File: config.mk
export PLATFORM = sky130hd
export DESIGN_NAME = float_div_seq
export DESIGN_NICKNAME = d
export VERILOG_FILES = /design/src/rtl/float_div_seq.sv
export SDC_FILE = /design/constraint.sdc
export NUM_CORES = 1
export LEC_CHECK = 0
export BUFFER_PORTS_ARGS = -buffer_cell sky130_fd_sc_hd__buf_2
export CORE_MARGIN = 2
export CORE_UTILIZATION = 53
export CTS_CLUSTER_DIAMETER = 80
export DETAILED_ROUTE_END_ITERATION = 8
export PLACE_DENSITY = 0.74
export SKIP_LAST_GASP = 1
export SLEW_MARGIN = 20
export SYNTH_ARGS = -nofsm -noshare
export SYNTH_HDL_FRONTEND = slang
export SYNTH_SLANG_ARGS = --single-unit
File: constraint.sdc
create_clock -name clk -period 2.6 [get_ports clk]
set_input_delay 0.13 -clock clk [delete_from_list [all_inputs] [get_ports clk]]
set_output_delay 0.13 -clock clk [all_outputs]
set_load 0.1 [all_outputs]
File: src/rtl/float_div_seq.sv
// Sequential IEEE-754 single-precision divider (floatA / floatB).
// Restoring mantissa division, one quotient bit per clock, fixed 27-cycle
// latency from accepted start to done. Subnormals flush to zero and the
// result is truncated (round toward zero), matching floatMult.
//
// state  | meaning
// -------+---------------------------------------------------------------
// IDLE   | waiting for start; operands captured and decoded on accept
// DIVIDE | 25 restoring-division steps, counter runs 24 down to 0
// NORM   | normalise quotient, resolve special cases, raise done
// DONE   | done pulse visible for one cycle, then back to IDLE
module float_div_seq (
  input  logic        clk,
  input  logic        rst_n,
  input  logic        start,
  input  logic [31:0] floatA,
  input  logic [31:0] floatB,
  output logic        busy,
  output logic        done,
  output logic [31:0] quotient,
  output logic        div_by_zero
);

  typedef enum logic [1:0] {IDLE, DIVIDE, NORM, DONE} state_t;

  state_t             state;
  logic [4:0]         cnt;
  logic [24:0]        rem;
  logic [24:0]        q;
  logic [23:0]        mb;
  logic signed [9:0]  e;
  logic               sign;
  logic               a_zero;
  logic               b_zero;
  logic               a_spec;
  logic               b_spec;

  logic [25:0]        diff;
  logic signed [9:0]  exp_n;
  logic [22:0]        mant_n;
  logic [31:0]        res_q;
  logic               res_dbz;

  // Trial subtraction; bit 25 set means the remainder is smaller than mB.
  assign diff = {1'b0, rem} - {2'b00, mb};

  // Normalisation and special-case priority, consumed in NORM.
  always_comb begin
    exp_n   = q[24] ? e : e - 10'sd1;
    mant_n  = q[24] ? q[23:1] : q[22:0];
    res_q   = {sign, exp_n[7:0], mant_n};
    res_dbz = 1'b0;
    if (a_spec || b_spec) begin
      res_q   = 32'h7FC0_0000;
      res_dbz = b_zero;
    end else if (a_zero && b_zero) begin
      res_q   = 32'h7FC0_0000;
      res_dbz = 1'b1;
    end else if (b_zero) begin
      res_q   = {sign, 8'hFF, 23'd0};
      res_dbz = 1'b1;
    end else if (a_zero) begin
      res_q   = {sign, 31'd0};
    end else if (exp_n <= 10'sd0) begin
      res_q   = {sign, 31'd0};
    end else if (exp_n >= 10'sd255) begin
      res_q   = {sign, 8'hFF, 23'd0};
    end
  end

  // Control FSM with datapath registers and registered outputs.
  always_ff @(posedge clk or negedge rst_n) begin
    if (!rst_n) begin
      state       <= IDLE;
      cnt         <= 5'd0;
      rem         <= 25'd0;
      q           <= 25'd0;
      mb          <= 24'd0;
      e           <= 10'sd0;
      sign        <= 1'b0;
      a_zero      <= 1'b0;
      b_zero      <= 1'b0;
      a_spec      <= 1'b0;
      b_spec      <= 1'b0;
      busy        <= 1'b0;
      done        <= 1'b0;
      quotient    <= 32'd0;
      div_by_zero <= 1'b0;
    end else begin
      case (state)
        IDLE: begin
          if (start) begin
            // The hidden 1 is always inserted, so the mantissa divider never
            // sees a zero divisor; zero operands are handled by the flags.
            rem    <= {2'b01, floatA[22:0]};
            mb     <= {1'b1, floatB[22:0]};
            q      <= 25'd0;
            e      <= $signed({2'b00, floatA[30:23]})
                    - $signed({2'b00, floatB[30:23]}) + 10'sd127;
            sign   <= floatA[31] ^ floatB[31];
            a_zero <= (floatA[30:23] == 8'd0);
            b_zero <= (floatB[30:23] == 8'd0);
            a_spec <= (floatA[30:23] == 8'hFF);
            b_spec <= (floatB[30:23] == 8'hFF);
            cnt    <= 5'd24;
            busy   <= 1'b1;
            state  <= DIVIDE;
          end
        end
        DIVIDE: begin
          // The remainder stays below 2*mB, so it always fits in 25 bits.
          if (!diff[25]) begin
            rem <= diff[24:0] << 1;
            q   <= {q[23:0], 1'b1};
          end else begin
            rem <= rem << 1;
            q   <= {q[23:0], 1'b0};
          end
          if (cnt == 5'd0) begin
            state <= NORM;
          end else begin
            cnt <= cnt - 5'd1;
          end
        end
        NORM: begin
          quotient    <= res_q;
          div_by_zero <= res_dbz;
          done        <= 1'b1;
          state       <= DONE;
        end
        DONE: begin
          done  <= 1'b0;
          busy  <= 1'b0;
          state <= IDLE;
        end
        default: begin
          state <= IDLE;
        end
      endcase
    end
  end

endmodule
=== Word level (Yosys, flattened, before mapping) ===
Cells that the tools add are included.

* Add/sub/neg operators: 5
* $lt $le $gt $ge: 2
* Equal/unequal tests: 8
* Muxes and demuxes: 26
* Bitwise gates (word level): 1
* Reductions and logical operators: 14

{| class="wikitable"
|+ Operators with widths
! operator !! number
|-
| $mux W31 || 4
|-
| $pmux W25 S2 || 2
|-
| $mux W25 || 3
|-
| $mux W32 || 2
|-
| $sub A25 B24 Y26 || 1
|-
| $mux W23 || 1
|-
| $eq A8 B8 Y1 const B || 2
|-
| $logic_not A8 Y1 || 2
|-
| $add A9 B8 Y10 const B || 1
|-
| $ge A10 B9 Y1 const B || 1
|-
| $le A10 B1 Y1 const B || 1
|-
| $mux W10 || 1
|-
| $mux W5 || 2
|-
| $pmux W5 S2 || 1
|-
| $sub A10 B2 Y10 const B || 1
|-
| $sub A8 B8 Y9 || 1
|-
| $pmux W2 S4 || 1
|-
| $reduce_and A2 Y1 || 4
|-
| $ne A2 B2 Y1 const B || 3
|-
| $reduce_bool A2 Y1 || 3
|-
| $logic_not A5 Y1 || 1
|-
| $mux W1 || 5
|-
| $sub A5 B1 Y5 const B || 1
|-
| $eq A2 B2 Y1 const B || 2
|-
| other kinds (8) || 10
|}

* Register bits after elaboration: 131
* Output and inout bits: 35

=== Logic depth before layout (Yosys ltp) ===
Gate-level depths: netlist of run 1.

* Depth after elaboration: 9
* Depth in mapped cells: 15

=== Least setup slack after synthesis of run 1 ===
OpenSTA, ideal clock, no wires.

* Path kind: register to register
* From: reg rem[0]
* To: reg rem[21]
* Setup time: 0.128 ns
* Arrival: 2.536 ns
* Required time: 2.472 ns
* Slack: -0.063 ns
* Stages on the path, launching flop included: 13
* Path buffers: 0
* Period minus slack after synthesis: 2.663 ns
* Path through: dfrtp_1 -> inv_1 -> ha_1 -> fa_1 -> nor2b_1 -> o31a_1 -> o21ai_1 -> a31oi_1 -> a41oi_1 -> a311o_1 -> nor4b_1 -> nor4_1 -> o21ai_1

* Longest elaborated chain between the ends: 3

{| class="wikitable"
|+ Ends and longest elaborated chain
! what !! RTL line !! RTL
|-
| start: declaration || 28 || <nowiki>logic [24:0] rem;</nowiki>
|-
| start signal: assignment || 95 || <nowiki>rem <= {2'b01, floatA[22:0]};</nowiki>
|-
| start signal: assignment || 113 || <nowiki>rem <= diff[24:0] << 1;</nowiki>
|-
| start signal: assignment || 116 || <nowiki>rem <= rem << 1;</nowiki>
|-
| $sub A25 B24 Y26 || 45 || <nowiki>assign diff = {1'b0, rem} - {2'b00, mb};</nowiki>
|-
| $mux W25 || 112 || <nowiki>if (!diff[25]) begin</nowiki>
|-
| $pmux W25 S2 || 90 || <nowiki>case (state)</nowiki>
|}

Every way passes these cells.
A chain may end at the register's enable or synchronous reset.

=== Final worst setup path of run 1 ===
* From: reg rem[0]
* To: reg rem[19]

The elaborated chain is that of the path after synthesis.

==> results of run 1 <==
-- routing by layer --
layer,GRT usage,vias up
li1,-,3329
met3,0.0426,38
met1,0.343,3385
met2,0.416,224
met5,0,-
met4,0.0827,0
-- layout make-up --
| type | count | share of cell area |
|---|---|---|
| Clock inverter | 11 | 0.0169 |
| Tap cell | 184 | 0.0219 |
| Timing Repair Buffer | 220 | 0.150 |
| Inverter | 76 | 0.0273 |
| Clock buffer | 20 | 0.0424 |
| Multi-Input combinational cell | 576 | 0.430 |
| Sequential cell | 131 | 0.312 |
-- where the power goes --
group	total (µW)	internal [µW]	switching (µW)
clock	2560	1630	926
sequential	3300	2750	549
combinational	10700	4580	6170
total	16600	8960	7650
-- what timing repair did --
action / CTS / global route
buffers inserted: 11 / 8
endpoints found under the hold margin: 103 / 0
gates resized for setup: 28 / 56
pin swaps: 23 / 25
hold buffers: 32 / 0
setup endpoints to repair: 47 / 59
cloned: 1 / 0
-- worst paths after layout --
path,from,to,slack [ps],cells after the start
max,rem[0]$_DFFE_PN0P_,rem[19]$_DFFE_PN0P_,-260,13
min,floatA[29],a_zero$_DFFE_PN0P_,3,4
max reg2reg,rem[0]$_DFFE_PN0P_,rem[19]$_DFFE_PN0P_,-260,13
min reg2reg,mb[23]$_DFFE_PN0P_,mb[23]$_DFFE_PN0P_,450,2
max in group asynchronous,rst_n,mb[1]$_DFFE_PN0P_,1630,3
min in group asynchronous,rst_n,quotient[7]$_DFFE_PN0P_,290,2
-- cells in the final DEF (no fill, tap or decap), types with 5 or more instances in the layout --
| cell type | Yosys | final |
|---|---|---|
| dlygate4sd3_1 | 0 | 32 |
| o21ai_1 | 18 | 15 |
| or3_1 | 6 | 6 |
| xor2_1 | 26 | 25 |
| o21ai_2 | 1 | 6 |
| nand3_1 | 8 | 7 |
| nor4_1 | 9 | 6 |
| a22o_1 | 25 | 25 |
| o22ai_1 | 5 | 5 |
| o21bai_1 | 7 | 7 |
| ha_1 | 40 | 31 |
| mux2i_1 | 28 | 27 |
| o31ai_1 | 6 | 5 |
| buf_4 | 1 | 76 |
| o22ai_2 | 20 | 20 |
| clkbuf_16 | 0 | 18 |
| a211oi_2 | 2 | 11 |
| a21oi_2 | 0 | 7 |
| dfrtp_1 | 131 | 129 |
| a21oi_1 | 54 | 47 |
| and3_1 | 9 | 9 |
| nor3_1 | 12 | 10 |
| ha_4 | 0 | 7 |
| a21o_1 | 12 | 12 |
| buf_6 | 6 | 6 |
| inv_1 | 75 | 71 |
| nand2_1 | 59 | 56 |
| xnor2_1 | 16 | 16 |
| buf_2 | 1 | 100 |
| o21ai_0 | 41 | 39 |
| mux2_2 | 26 | 26 |
| nor2_2 | 0 | 5 |
| nor2b_1 | 9 | 7 |
| nor2_1 | 65 | 59 |
| nand4_1 | 7 | 7 |
-- worst register-to-register path, cell delays in order (launching register included) --
cell and delay [ps]:
dfrtp_1 370, inv_2 60, ha_4 160, fa_2 340
nor2b_2 160, o31a_1 240, o21ai_2 100, a31oi_4 170
a41oi_2 140, a311o_1 440, buf_4 160, xor2_1 130
o21ai_1 130, o311a_1 180
-- metrics by stage --
stage / total power, µW / hold WS (ps)
finish: 16600 / 3.00
global route: 17700 / 24.3
CTS: 15500 / 2.89
detailed placement: 12000 / 230
global placement: 11900 / 223
floorplan: 9810 / -166
-- cells by family after synthesis --
kind of cell	after synthesis
xor+xnor	42
buf+inv	119
fa+ha+maj	42
mux	54
flops	131
simple gates	201
compound gates	237
-- sequential cells by signal, summed over array words and instances, names as in the netlist --
name,cells
q,25
done,1
b_zero,1
state,2
a_spec,1
a_zero,1
busy,1
div_by_zero,1
rem,25
mb,24
cnt,5
e,10
sign,1
quotient,32
b_spec,1
==> metrics, run 1 <==
final setup margin=-259 ps; Setup CP Type=reg -> reg; Worst-path clk slew=60 ps; Compound-Gate Fraction of Synth Area=0.212; P per Cell Area=1580 nW/µm²; largest net degree at the start of global routing=78; mux cell area share after synthesis=0.0721; routed vias=6976; data arrival time of the critical path=3220 ps; CTS tree=done; CP cell instances=inv_2 > ha_4 > fa_2 > nor2b_2 > o31a_1 > o21ai_2 > a31oi_4 > a41oi_2 > a311o_1 > buf_4 > xor2_1 > o21ai_1 > o311a_1; register area=3280 µm²; die area=16000 µm²; met3 WL=901 µm; initial antenna violation count=0; # diodes=0; fin crit period=2860 ps; Post-DP Area=9020 µm²; largest family of logic cells by synthesized area=compound AO/OA/AOI/OAI gates; Post-synth EDFFs=0; xor/xnor share of the synthesized area=0.0463; Nets=1131; multi-input logic area=4530 µm²; DIE WIDTH=126 µm; drt first pass iters=5; area leader, netlist=dfrtp_1; global placer's final weighted congestion=0.905; Post-Synth Adder-Cell Area=0.0680; top cells by area, synth=dfrtp_1, ha_1, mux2_2; library cells used by synthesis=66; Post-Route Setup TNS=-2150 ps; CTS max path bufs=2; Peak VDD IR=0.000939 V; I/O pins=102; measured slew at the worst slew-check pin=765 ps; dpl cells=1135; Crit path largest cell delay=440 ps; fin util=0.722; starting density of the core=0.545; CP Data Required Time=2960 ps; design area=10500 µm²; core area=14600 µm²; clk_lat worst skew=430 ps; Final Hold Fails=0; max-slew violation count=0; per-cell routed wire length=16.7 µm; violations in the final reports=negative setup slack; CTS sink count=131; Worst Skew=7.47 ps; Crit path max-delay family=compound AO/OA/AOI/OAI gates; I/O Buffers=101; Worst setup SP type=register; DIE HEIGHT=126 µm; CP Capture Type=register; Async SR Flop Fraction=1.00; worst-path maximum fanout=4; gr ovfl total=0; Top Metal Used=met4; initial DRC count=487; P&R area growth vs syn=32.4%; status=finished with violations; CP max-delay cell=a311o_1; synthesized net count=935; CTS Buf Count=17; Routed WL=20.3 mm; WL met1=9.06 mm; H-tree level count=4; most numerous cell in the Yosys netlist=dfrtp_1; cell area after synthesis=7950 µm²; post-synthesis cell count=826; worst path bufs/invs=2; part of the Yosys area used for sequential elements=0.412; Row Count=44; GR Util All Layers=0.253; fraction of layout cells with a size suffix above 1=0.329; metal2 WL=9.92 mm; post-synth top area share=0.412; vias in the first global route=6714; period utilisation layout=1.10; Syn. warnings=0; max-cap violations=0; Post-synth top flop=dfrtp_1; f_max=350 MHz; vias per cell=5.73; Fillers=1045; Slew headroom=0.490; CTS root buf=clkbuf_16; final non-filler cell total=1218; RSZ-0062 raised after global routing=true; first-pass GRT wire length=32.6 mm; number of remaining DRC errors=0; DP HPWL=12.7 mm; syn_area_per_cell=9.62 µm²; Setup violations, final=22; leak pwr=0.00483 µW; Setup WS pre-CTS=-267 ps; final antenna-violating net count=0; register bit total from synthesis=131; Simple-Gate Fraction of Synth Area=0.123; Tightest Hold Check Type=in -> reg; synth cell count leaders=dfrtp_1, inv_1, nor2_1
(Power assumes the default switching activity.)
==> run 2: changes to the inputs <==
--- a/config.mk
+++ b/config.mk
@@ -10,7 +10,7 @@
 export CORE_UTILIZATION = 53
 export CTS_CLUSTER_DIAMETER = 80
 export DETAILED_ROUTE_END_ITERATION = 8
-export PLACE_DENSITY = 0.74
+export PLACE_DENSITY = 0.77
 export SKIP_LAST_GASP = 1
 export SLEW_MARGIN = 20
 export SYNTH_ARGS = -nofsm -noshare
==> run 2 against run 1 <==
Effect of this change:
- first-iteration DRC count up 13%
- wire length down 1.6%
- setup slack better by 120 ps
- critical endpoint is now rem[10]$_DFFE_PN0P_
- highest routed layer unchanged
- non-clock buffer count up 2
- sequential power about the same
- clock skew up 1.4 ps
- the run ends with negative hold slack, negative setup slack left
- hold slack worse by 3.5 ps
- maximum frequency up 4.4%
==> metrics, run 2 (synthesis gave the netlist of run 1 again) <==
drt first pass iters=5; I/O pins=102; Hold Path Cell Cnt=4; worst path bufs/invs=1; fin util=0.719; Crit path max-delay family=compound AO/OA/AOI/OAI gates; DIE HEIGHT=126 µm; leak pwr=0.00483 µW; fin crit period=2740 ps; clk_lat worst skew=430 ps; Worst Hold Slack=-0.529 ps; f_max=365 MHz; worst-path maximum fanout=10; max reg flops=32; met3 Use GR=0.0506; Final Hold Fails=1; commonest non-fill, non-tap cell in the layout=dfrtp_1; Worst-path clk slew=60 ps; die area=16000 µm²; core area=14600 µm²; final antenna-violating net count=0; CTS sink count=131; initial DRC count=552; initial antenna violation count=0; I/O Buffers=101; # diodes=0; Fillers=1048; Crit path largest cell delay=410 ps; measured slew at the worst slew-check pin=567 ps; gr ovfl total=0; CP most frequent cell=a211o_1; max-cap violations=0; DIE WIDTH=126 µm; vias per cell=5.65; Setup WS pre-CTS=-259 ps; max-slew violation count=0; CP Data Required Time=2910 ps; fraction of layout cells with a size suffix above 1=0.329; Nets=1136; Post-Route Setup TNS=-1400 ps; most frequent cells in the layout=dfrtp_1, buf_2, buf_4; met1 usage=0.324; H-tree level count=4; Row Count=44; data arrival time of the critical path=3050 ps; GR Util All Layers=0.243; P per Cell Area=1560 nW/µm²; global placer's final weighted congestion=0.906; CTS tree=done; Tightest Hold Check Type=in -> reg; Setup violations, final=26; stages on the worst setup path=12; dpl cells=1134; routed vias=6918; DP HPWL=12.7 mm; final non-filler cell total=1224; CTS Buf Count=17; violations in the final reports=negative hold slack, negative setup slack; P&R area growth vs syn=31.9%; Most flops, register=quotient; Worst setup SP type=register; vias in the first global route=6650; Peak VDD IR=0.000900 V; first-pass GRT wire length=31.6 mm; CTS root buf=clkbuf_16; grt met2 use=0.398; number of remaining DRC errors=0; final setup margin=-138 ps; status=finished with violations; CP cell instances=ha_1 > a21o_1 > a21oi_2 > o21bai_2 > a211o_1 > nand3b_1 > nand2_1 > a31oi_4 > buf_12 > mux2i_2 > a211o_1 > o211ai_1; starting density of the core=0.545; Slew headroom=0.621; largest net degree at the start of global routing=79; Reg2Reg Depth=12; CP max-delay cell=dfrtp_1; Worst Skew=8.83 ps; Routed WL=20.0 mm; Setup CP Type=reg -> reg; most used routing layer=met2; RSZ-0062 raised after global routing=true; CP Capture Type=register; Largest regs=quotient: 32 flops, q: 25 flops, rem: 25 flops; per-cell routed wire length=16.3 µm; CTS max path bufs=2; period utilisation layout=1.05
[run 2: what timing repair did]
action                                  in CTS  in global routing
endpoints found under the setup margin      26                 59
setup buffers                                6                 16
resized for setup                           14                 65
hold buffers                                33                  0
gates cloned                                 0                  3
pin swaps                                   10                 29
hold endpoints to repair                    57                  0
[run 2: stage by stage]
step,area (µm²),total power [µW]
floorplan,7970,9810
global placement,9020,11900
detailed placement,9020,12100
CTS,10000,14900
global route,10500,17400
finish,10500,16300
[run 2: final timing paths]
path	slack, ps	start	end
max	-140	rem[18]$_DFFE_PN0P_	rem[10]$_DFFE_PN0P_
min in group asynchronous	170	rst_n	quotient[8]$_DFFE_PN0P_
max in group asynchronous	1660	rst_n	e[2]$_DFFE_PN0P_
min reg2reg	460	mb[23]$_DFFE_PN0P_	mb[23]$_DFFE_PN0P_
min	-0.5	floatA[29]	a_zero$_DFFE_PN0P_
max reg2reg	-140	rem[18]$_DFFE_PN0P_	rem[10]$_DFFE_PN0P_
[run 2: cell type report]
class	instances	area, µm²	share of cell area
multi-input cells	579	4510	0.430
clock inverters	15	146	0.0140
well taps	184	230	0.0220
flip-flops and latches	131	3280	0.313
inverters	76	290	0.0277
clock buffers	17	425	0.0406
repair buffers	222	1610	0.153
[run 2: routing by layer]
metal	vias to the layer above	part of all wire
met5	-	0
met4	0	0.017
met3	37	0.046
met2	195	0.49
met1	3351	0.44
li1	3335	-
[run 2: worst reg2reg max path: cells and delay by family, from the launching register on]
| kind | cells | cell delay, ps |
|---|---|---|
| AO/OA/AOI/OAI | 7 | 1260 |
| adder cells (fa/ha/maj) | 1 | 320 |
| buffers and inverters | 1 | 170 |
| flip-flops | 1 | 410 |
| multiplexers | 1 | 240 |
| AND/OR/NAND/NOR | 2 | 220 |
[run 2: power by group]
group,switching (µW),internal (µW)
Clock,1010,1340
Sequential,548,2750
Combinational,6080,4620
==> run 3: changes to the inputs <==
--- a/config.mk
+++ b/config.mk
@@ -7,10 +7,10 @@
 export LEC_CHECK = 0
 export BUFFER_PORTS_ARGS = -buffer_cell sky130_fd_sc_hd__buf_2
 export CORE_MARGIN = 2
-export CORE_UTILIZATION = 53
+export CORE_UTILIZATION = 63
 export CTS_CLUSTER_DIAMETER = 80
 export DETAILED_ROUTE_END_ITERATION = 8
-export PLACE_DENSITY = 0.77
+export PLACE_DENSITY = 0.86
 export SKIP_LAST_GASP = 1
 export SLEW_MARGIN = 20
 export SYNTH_ARGS = -nofsm -noshare
==> constraint.sdc (replaced) <==
create_clock -name clk -period 3.2 [get_ports clk]
set_input_delay 0.16 -clock clk [delete_from_list [all_inputs] [get_ports clk]]
set_output_delay 0.16 -clock clk [all_outputs]
set_load 0.1 [all_outputs]
==> run 3 against run 2 <==
Effect of this change:
- clock-buffer cell count unchanged
- the flow now finishes without violations
- clock skew shrank 0.52 ps
- design area down 9.2%
- core utilization increased by 4.5 points
- critical path depth unchanged
- first-iteration DRC count decreased by 28%
- maximum frequency shrank 9.4%
- highest routed layer unchanged
- sequential power shrank 18%
- via count down 4.9%
- final cell count is 7.7% lower
==> metrics, run 3 (synthesis gave the netlist of run 1 again) <==
DIE HEIGHT=116 µm; Nets=1054; Peak VDD IR=0.000654 V; CTS sink count=131; R2R setup slack=180 ps; Hold Path Cell Cnt=3; CTS root buf=clkbuf_16; Slew headroom=0.365; fraction of layout cells with a size suffix above 1=0.221; data arrival time of the critical path=3330 ps; CP Capture Type=register; Setup violations, final=0; Tightest Hold Check Type=in -> reg; max reg flops=32; GR Util All Layers=0.281; global placer's final weighted congestion=0.895; Post-DP Area=8590 µm²; die area=13500 µm²; initial DRC count=399; Worst-path clk slew=60 ps; commonest non-fill, non-tap cell in the layout=dfrtp_1; Post-Route Setup TNS=0 ps; drt first pass iters=5; P per Cell Area=1210 nW/µm²; Setup CP Type=reg -> reg; # Post-CTS Setup Buffers=0; f_max=331 MHz; CTS max path bufs=2; fin util=0.763; Setup WS pre-CTS=196 ps; final antenna-violating net count=0; starting density of the core=0.638; Largest regs=quotient: 32 flops, q: 25 flops, rem: 25 flops; CTS Buf Count=17; largest net degree at the start of global routing=77; max-slew violation count=0; clk_lat worst skew=430 ps; initial antenna violation count=0; vias in the first global route=6322; final setup margin=177 ps; gr ovfl total=0; Row Count=41; core area=12500 µm²; CP cell instances=inv_1 > ha_1 > fa_1 > nor2b_1 > o31a_1 > o21ai_1 > a31oi_2 > a41oi_1 > a311o_1 > nor4b_1 > nor4_1 > o21ai_1; design area=9520 µm²; fin crit period=3020 ps; CP Data Required Time=3510 ps; CP most frequent cell=o21ai_1; Worst setup SP type=register; max-cap violations=0; most frequent cells in the layout=dfrtp_1, buf_2, inv_1; worst path bufs/invs=1; worst-path maximum fanout=4; # diodes=0; DIE WIDTH=116 µm; H-tree level count=4; leak pwr=0.00442 µW; per-cell routed wire length=16.0 µm; Fillers=860; Most flops, register=quotient; Routed WL=18.1 mm; Final Hold Fails=0; I/O Buffers=101; measured slew at the worst slew-check pin=952 ps; Crit path max-delay family=compound AO/OA/AOI/OAI gates; CP max-delay cell=a311o_1; period utilisation layout=0.945; hold path start=floatA[8]; status=finished, final reports clean; number of remaining DRC errors=0; Crit path largest cell delay=420 ps; first-pass GRT wire length=29.8 mm; I/O pins=102; Worst Hold Slack=14.2 ps; P&R area growth vs syn=19.7%; worst r2r dst=rem[21]$_DFFE_PN0P_; Worst Hold Path EP=rem[8]$_DFFE_PN0P_; routed vias=6576; Reg2Reg Depth=12; vias per cell=5.82; CTS tree=done; RSZ-0062 raised after global routing=false; worst r2r src=rem[0]$_DFFE_PN0P_; Worst Skew=8.31 ps; DP HPWL=12.2 mm
-- run 3: cell count changes in the layout (fill, tap and decap cells not counted), moves of 4 or more --
cell,change
buf_4,-59
a211oi_1,+10
a211oi_2,-9
a21oi_1,+9
a21oi_2,-8
dlygate4sd3_1,-8
ha_1,+7
buf_6,-6
nor2_1,+5
bufinv_16,+4
ha_2,-4
o21ai_2,-4
-- run 3: through the flow --
stage | instances | power (µW)
3_5_place_dp | 1073 | 9170
2_1_floorplan | 826 | 7930
4_1_cts | 1130 | 11500
6_report | 1130 | 11500
3_3_place_gp | 1073 | 8980
5_1_grt | 1130 | 12400
-- run 3: repair_timing --
action / CTS / global route
setup endpoints to repair: 0 / 2
hold buffers: 25 / 0
endpoints found under the hold margin: 98 / 0
resized for setup: 0 / 1
-- run 3: power breakdown --
group	switching, µW	leakage [µW]	total (µW)	internal [µW]
Clock	795	0.000326	2200	1410
Combinational	4160	0.00244	6630	2470
Sequential	465	0.00165	2690	2230
Total	5420	0.00442	11500	6110
-- run 3: how the worst max path moves through the flow --
stage                               end                from  cells past startpoint
floorplan           rem[21]$_DFFE_PN0P_  rem[0]$_DFFE_PN0P_                     12
global placement    rem[21]$_DFFE_PN0P_  rem[0]$_DFFE_PN0P_                     12
detailed placement  rem[21]$_DFFE_PN0P_  rem[0]$_DFFE_PN0P_                     12
CTS                 rem[21]$_DFFE_PN0P_  rem[0]$_DFFE_PN0P_                     12
global route        rem[10]$_DFFE_PN0P_  rem[6]$_DFFE_PN0P_                     12
finish              rem[21]$_DFFE_PN0P_  rem[0]$_DFFE_PN0P_                     12
-- run 3: routing by layer --
layer  GRT usage  vias to the layer above  wire (µm)
li1            -                     3159          -
met2       0.455                      210       8650
met1       0.376                     3168       8080
met3      0.0586                       39        880
met5           0                        -          0
met4       0.106                        0        472
-- run 3: final cells by class --
class                      count  area, µm²  share of cell area
clock buffer                  17        425              0.0447
multi-input combinational    576       4160               0.437
timing repair buffer         143        911              0.0957
clock inverter                15        240              0.0252
tap                          172        215              0.0226
sequential                   131       3280               0.345
inverter                      76        285              0.0300
-- run 3: worst min-delay path, cell delays in order --
cell	delay [ps]
buf_2	70
o21ai_0	60
o21ai_1	110
